==> config.mk <==
export PLATFORM = sky130hd
export DESIGN_NAME = instruction_fetch_sequencer
export DESIGN_NICKNAME = d
export VERILOG_FILES = /design/src/rtl/instruction_fetch_sequencer.sv
export SDC_FILE = /design/constraint.sdc
export NUM_CORES = 1
export LEC_CHECK = 0
export ABC_AREA = 1
export CELL_PAD_IN_SITES_DETAIL_PLACEMENT = 1
export CELL_PAD_IN_SITES_GLOBAL_PLACEMENT = 1
export CORE_MARGIN = 2
export CORE_UTILIZATION = 37
export CTS_CLUSTER_SIZE = 10
export DETAILED_ROUTE_END_ITERATION = 8
export HOLD_SLACK_MARGIN = 0.02
export MAX_ROUTING_LAYER = met4
export PLACE_DENSITY = 0.95
export SYNTH_ARGS = -nofsm -noshare
export SYNTH_HDL_FRONTEND = slang
export SYNTH_SLANG_ARGS = --single-unit
export TNS_END_PERCENT = 10
==> constraint.sdc <==
create_clock -name clk -period 3.25 [get_ports clk]
set_input_delay 0.325 -clock clk [delete_from_list [all_inputs] [get_ports clk]]
set_output_delay 0.325 -clock clk [all_outputs]
set_load 0.005 [all_outputs]
==> src/rtl/instruction_fetch_sequencer.sv <==
// Fetch sequencer for a registered-read instruction memory: owns the PC, handles redirect/stall/enable.
// Optional halt-on-zero-word detection is enabled by defining FETCH_HALT_DETECT_EN.
module instruction_fetch_sequencer #(
  parameter logic [31:0] RESET_PC = 32'd0,
  parameter logic [31:0] PC_STEP  = 32'd1
) (
  input  logic        clk,
  input  logic        rst_n,
  input  logic        enable,
  input  logic        branch_taken,
  input  logic [31:0] branch_target,
  output logic [31:0] mem_address,
  input  logic [31:0] mem_instruction,
  output logic        if_valid,
  input  logic        if_ready,
  output logic [31:0] if_instruction,
  output logic [31:0] if_pc,
  output logic [31:0] fetch_count,
  output logic        halted
);

  typedef enum logic [1:0] {
    S_IDLE = 2'd0,
    S_FILL = 2'd1,
    S_RUN  = 2'd2,
    S_HALT = 2'd3
  } state_t;

  state_t      r_state;
  logic [31:0] r_fetch_pc;
  logic [31:0] r_if_instruction;
  logic [31:0] r_if_pc;
  logic [31:0] r_fetch_count;
  logic        r_if_valid;
  logic        r_halted;

  logic        w_slot_free;
  logic        w_advance;
  logic        w_xfer;
  logic        w_halt_hit;
  logic [31:0] w_pc_next;

  assign w_slot_free = !r_if_valid || if_ready;
  assign w_advance   = (r_state == S_RUN) && w_slot_free && !branch_taken;
  assign w_xfer      = r_if_valid && if_ready && !branch_taken;
  assign w_pc_next   = r_fetch_pc + PC_STEP;

`ifdef FETCH_HALT_DETECT_EN
  assign w_halt_hit = w_advance && (mem_instruction == 32'h0000_0000);
`else
  assign w_halt_hit = 1'b0;
`endif

  // Address steering: memory must see next cycle's PC this cycle, so if_ready reaches here combinationally.
  always_comb begin
    mem_address = r_fetch_pc;
    if (branch_taken) begin
      mem_address = branch_target;
    end else if (w_advance && !w_halt_hit) begin
      mem_address = w_pc_next;
    end else begin
      mem_address = r_fetch_pc;
    end
  end

  // Sequencer state, PC, output stage and transfer counter.
  always_ff @(posedge clk or negedge rst_n) begin
    if (!rst_n) begin
      r_state          <= S_IDLE;
      r_fetch_pc       <= RESET_PC;
      r_if_valid       <= 1'b0;
      r_if_instruction <= 32'd0;
      r_if_pc          <= 32'd0;
      r_fetch_count    <= 32'd0;
      r_halted         <= 1'b0;
    end else if (branch_taken) begin
      // Redirect flushes the output stage; the concurrent handshake is not counted.
      r_fetch_pc <= branch_target;
      r_if_valid <= 1'b0;
      r_halted   <= 1'b0;
      case (r_state)
        S_IDLE:  r_state <= S_IDLE;
        S_FILL:  r_state <= S_FILL;
        S_RUN:   r_state <= S_FILL;
        S_HALT:  r_state <= enable ? S_FILL : S_IDLE;
        default: r_state <= S_IDLE;
      endcase
    end else begin
      if (w_xfer) begin
        r_fetch_count <= r_fetch_count + 32'd1;
      end
      case (r_state)
        S_IDLE: begin
          if (w_xfer) begin
            r_if_valid <= 1'b0;
          end
          if (enable) begin
            r_state <= S_FILL;
          end
        end
        S_FILL: begin
          if (w_xfer) begin
            r_if_valid <= 1'b0;
          end
          r_state <= enable ? S_RUN : S_IDLE;
        end
        S_RUN: begin
          if (w_advance) begin
            r_if_valid       <= 1'b1;
            r_if_instruction <= mem_instruction;
            r_if_pc          <= r_fetch_pc;
            if (w_halt_hit) begin
              r_halted <= 1'b1;
              r_state  <= S_HALT;
            end else begin
              r_fetch_pc <= w_pc_next;
              r_state    <= enable ? S_RUN : S_IDLE;
            end
          end else begin
            r_state <= enable ? S_RUN : S_IDLE;
          end
        end
        S_HALT: begin
          if (w_xfer) begin
            r_if_valid <= 1'b0;
          end
        end
        default: r_state <= S_IDLE;
      endcase
    end
  end

  assign if_valid       = r_if_valid;
  assign if_instruction = r_if_instruction;
  assign if_pc          = r_if_pc;
  assign fetch_count    = r_fetch_count;
  assign halted         = r_halted;

endmodule

; After elaboration in Yosys (flattened, before gate mapping)
; Cells that the tools add are included.
[word_totals]
reg_bits = 131
inputBits = 69
output_inout_bits = 130
wordCells = 45
[classes]
addsub = 2
eq_ne = 6
mux = 14
bitwise = 1
reduce_logical = 16
[op_table]
columns = cell, count
row1 = 2-to-1 mux 32 bit, 4
row2 = adder 32 x 1 -> 32 bit (second input constant), 2
row3 = 2-to-1 mux 2 bit, 3
row4 = inequality test 3 bit (second input constant), 2
row5 = case mux 2 bit (3 select lines), 1
row6 = AND reduction 2 bit, 3
row7 = == test 2 bit (second input constant), 2
row8 = logical AND 1 bit, 4
row9 = 2-to-1 mux 1 bit, 4
row10 = case mux 2 bit (2 select lines), 1
row11 = inequality test 3 x 1 -> 1 bit (second input constant), 1
row12 = AND reduction 3 bit, 1
row13 = nonzero test 3 bit, 1
row14 = OR reduction 3 bit, 1
row15 = == test 2 x 1 -> 1 bit (second input constant), 1
row16 = logical NOT 1 bit, 2
row17 = logical NOT 2 bit, 1
row18 = case mux 1 bit (2 select lines), 1
row19 = nonzero test 2 bit, 1
row20 = OR reduction 2 bit, 1
row21 = logical OR 1 bit, 1
row22 = inverter 1 bit, 1

; Longest topological paths before layout
[logic_depth]
word_depth = 7
mapped_depth = 11
mapped_depth_nobuf = 11

; Worst setup path after synthesis
; Ideal clock, no wire load.
[synth_path]
kind = reg-to-output
start = reg r_state[0]
end = out mem_address[22]
t_arrival_ns = 1.533
t_required_ns = 2.925
path_slack_ns = 1.392
stages_incl_launch_ff = 11
n_path_buf = 0
cell_sequence = dfrtp_1 > inv_1 > ha_1 > inv_1 > a21oi_2 > nand3_1 > nor2_4 > nand3_1 > nand2_1 > nand3_1 > nand2_1
[synth_between]
elab_chain_cells = 5
[synth_lines]
columns = element, line_no
row1 = "start, declared", 29  ; state_t r_state;
row2 = "start signal, assigned", 85  ; S_HALT: r_state <= enable ? S_FILL : S_IDLE;
row3 = "start signal, assigned", 105  ; r_state <= enable ? S_RUN : S_IDLE;
row4 = "start signal, assigned", 117  ; r_state <= enable ? S_RUN : S_IDLE;
row5 = == test 2 bit, 44  ; assign w_advance = (r_state == S_RUN) && w_slot_free && !branch_taken;
row6 = logical AND 1 bit (2 in series), 44
row7 = 2-to-1 mux 32 bit, --
row8 = 2-to-1 mux 32 bit, 57  ; if (branch_taken) begin
row9 = "end, declared", 12  ; output logic [31:0] mem_address,
; No other way between the ends.

; Worst setup path after layout
[layout_path]
start = reg r_state[0]
end = out mem_address[30]
; Same word-level chain as after synthesis.

==> flow_summary.json <==
{
  "synth_cells": 908,
  "htree_levels": 4,
  "cp_data_arrival_time_ns": 2.76,
  "dr_wl_met3_um": 1315,
  "synth_edf_count": 0,
  "synth_area_leaders": "dfrtp_1, nand2_1, inv_1, nand3_1, nor2_1",
  "yosysMostFrequentCell": "nand2_1",
  "dp_hpwl_um": 17110,
  "hp-class": "in -> async",
  "netlist.area_leader.share_pct": 47.85,
  "cts_tree": "built",
  "drc": 10,
  "tns_ns": 0,
  "violations": "design-rule violations",
  "ys_seq_elements": 131,
  "clk_pin_slew_ns": 0.06,
  "ys_warn_count": 0,
  "initial_core_util_pct": 37.88,
  "yosysTopAreaCell": "dfrtp_1",
  "rsz0062_at_grt": "no",
  "grt_pass1_vias": 7622,
  "cp.required_ns": 2.92,
  "cts_setup_buffers": 0,
  "criticalPathCategory": "reg -> out",
  "power_mw": 6.379,
  "worst_slew_pin_slew_ns": 0.5301,
  "finClkSkew_ns": 0.003947,
  "grt_overflow": 0,
  "vias": 7074,
  "run_status": "finished with violations",
  "die_y_um": 140.1,
  "insertion_delay_ns": 0.43,
  "wl_um": 24460,
  "ys_types": 39,
  "maxCapViolCount": 0,
  "synth_commonest_cells": "nand2_1, dfrtp_1, inv_1, nor2_1, nand3_1",
  "netlist_area_um2": 6852,
  "core_area_um2": 18090,
  "peakVddDrop_v": 0.0004137,
  "cts.sinks": 131,
  "synthFlopType": "dfrtp_1",
  "wl_met2_um": 12460,
  "setup_viol_count_final": 0,
  "pin_count": 199,
  "syn-num-nets": 983,
  "numPortBuffers": 197,
  "slew_headroom_pct": 64.66,
  "cts_buffers": 17,
  "drive_gt1_share_pct": 7.321,
  "dr.pass1.iters": 7,
  "dieArea_um2": 19620,
  "syn_avg_cell_area_um2": 7.546,
  "top_layer_used": "met4",
  "worst_slack_ns": 0.1697,
  "start_kind": "register",
  "num_rows": 49,
  "grt_pass1_wl_um": 39940,
  "p_leak_nw": 4.504,
  "ant_nets": 0,
  "antenna_found_initial": 0,
  "wl_met1_um": 9951,
  "fin_nets": 1182,
  "syn_to_final_growth_pct": 41.65,
  "endpoint_kind": "output port",
  "pre_cts_ws_ns": 0.2621,
  "clockBufferDepth": 2,
  "synthArstFlopShare_pct": 100.0,
  "reg2reg_slack_ns": 1.27,
  "fp.dieW_um": 140.1,
  "hold_viol": 0,
  "drv_slew": 0,
  "cts_root_buffer": "clkbuf_16",
  "vias_per_cell": 5.244,
  "diodes": 0,
  "gp_congestion": 0.8943,
  "wl_per_cell_um": 18.13,
  "slowest_stage": "clkdlybuf4s50_1",
  "finalCritPeriodShare_pct": 94.78,
  "drt_iter0_drc": 476,
  "power_density_nw_per_um2": 657.3,
  "grtUsageTotal_pct": 26.60,
  "max_freq_mhz": 324.6,
  "crit_path_cell_trace": "inv_2, ha_4, inv_1, a21oi_4, nand3_2, nor2_4, nand3_1, nand2_1, nand3_1, nand2_1, clkdlybuf4s50_1",
  "period_needed_ns": 3.080,
  "grt_max_degree": 71,
  "slowest_delay_ns": 0.50,
  "crit_fanout": 5,
  "seq_area_frac_synth_pct": 47.85
}
-- cell families after synthesis --
group | Yosys count | share of synthesized area (%)
compound gates | 59 | 4.876
xor+xnor | 26 | 3.324
fa+ha+maj | 6 | 1.096
buf+inv | 106 | 6.337
flops | 131 | 47.85
other cells | 1 | 0.05473
simple gates | 579 | 36.47
-- cells in the final DEF (no fill, tap or decap), drive strengths merged, types with 2 or more instances in the layout --
cell | synthesis | final
o211ai | 4 | 4
clkinvlp | 0 | 5
a21oi | 12 | 12
bufinv | 0 | 3
clkdlybuf4s50 | 0 | 195
nand3b | 5 | 5
nand4 | 19 | 19
nor3b | 2 | 2
nor3 | 20 | 20
xor2 | 19 | 19
inv | 80 | 82
nand3 | 58 | 58
o21bai | 5 | 5
dfrtp | 131 | 131
nand2 | 397 | 397
or2 | 2 | 2
clkbuf | 8 | 18
clkinv | 0 | 4
nor2 | 74 | 75
ha | 6 | 6
o21ai | 33 | 33
xnor2 | 7 | 7
buf | 18 | 9
o31ai | 3 | 3
-- power by group --
part | switching (mW) | total (mW) | internal, mW
sequential | 0.346 | 2.41 | 2.06
combinational | 0.903 | 1.96 | 1.05
clock | 0.782 | 2.02 | 1.23
-- critical path: cells and delay by family, from the launching register on --
| family | cells | cell delay [ns] |
|---|---|---|
| buffers and inverters | 3 | 0.71 |
| flip-flops | 1 | 0.39 |
| adder cells (fa/ha/maj) | 1 | 0.19 |
| AO/OA/AOI/OAI | 1 | 0.23 |
| AND/OR/NAND/NOR | 6 | 0.81 |
-- through the flow --
stage          utilization [%]  instances  hold slack [ns]  instance area (µm²)
5_1_grt                  53.66       1349           0.3397                 9706
2_1_floorplan                -        908          0.02941                 6852
4_1_cts                  53.59       1349           0.3217                 9692
3_3_place_gp             49.96       1315           0.2324                 9036
3_5_place_dp             49.96       1315           0.2359                 9036
6_report                 53.66       1349           0.3211                 9706
-- per-layer routing --
layer / vias to the layer above / global-route usage (%)
li1: 3250 / -
met4: 0 / 10.26
met1: 3499 / 30.77
met2: 265 / 46.15
met3: 60 / 4.855
met5: - / -
-- state kept, by name, indices dropped and copies added, names as in the netlist --
register,flops
fetch_count,32
if_instruction,32
if_pc,32
r_fetch_pc,32
r_state,2
if_valid,1
-- cell type report --
cell class,instances,area (µm²)
clock buffers,18,439.2
clock inverters,14,180.2
fillers,2194,8381
inverters,80,302.8
multi-input cells,672,3176
flip-flops and latches,131,3278
well taps,229,286.5
repair buffers,205,2043
-- repair_timing --
item | in CTS | in global routing
hold endpoints to repair | 20 | 0
hold buffers | 1 | 0
endpoints found under the setup margin | 6 | 11
gates cloned | 1 | 0
pin swaps | 1 | 1
resized for setup | 4 | 3
-- worst paths after layout --
kind / from / endpoint / depth (start not counted)
worst max-delay path: r_state[0]$_DFFE_PN0P_ / mem_address[30] / 11
min in group clk: branch_taken / r_fetch_pc[11]$_DFFE_PN0P_ / 3
worst max register to register: fetch_count[0]$_DFFE_PN0P_ / fetch_count[22]$_DFFE_PN0P_ / 8
max in group asynchronous: rst_n / if_instruction[18]$_DFFE_PN0P_ / 3
worst min register to register: if_instruction[29]$_DFFE_PN0P_ / if_instruction[29]$_DFFE_PN0P_ / 2
worst min-delay path: rst_n / fetch_count[17]$_DFFE_PN0P_ / 2
No activity file was read; power rests on OpenSTA's default activity.
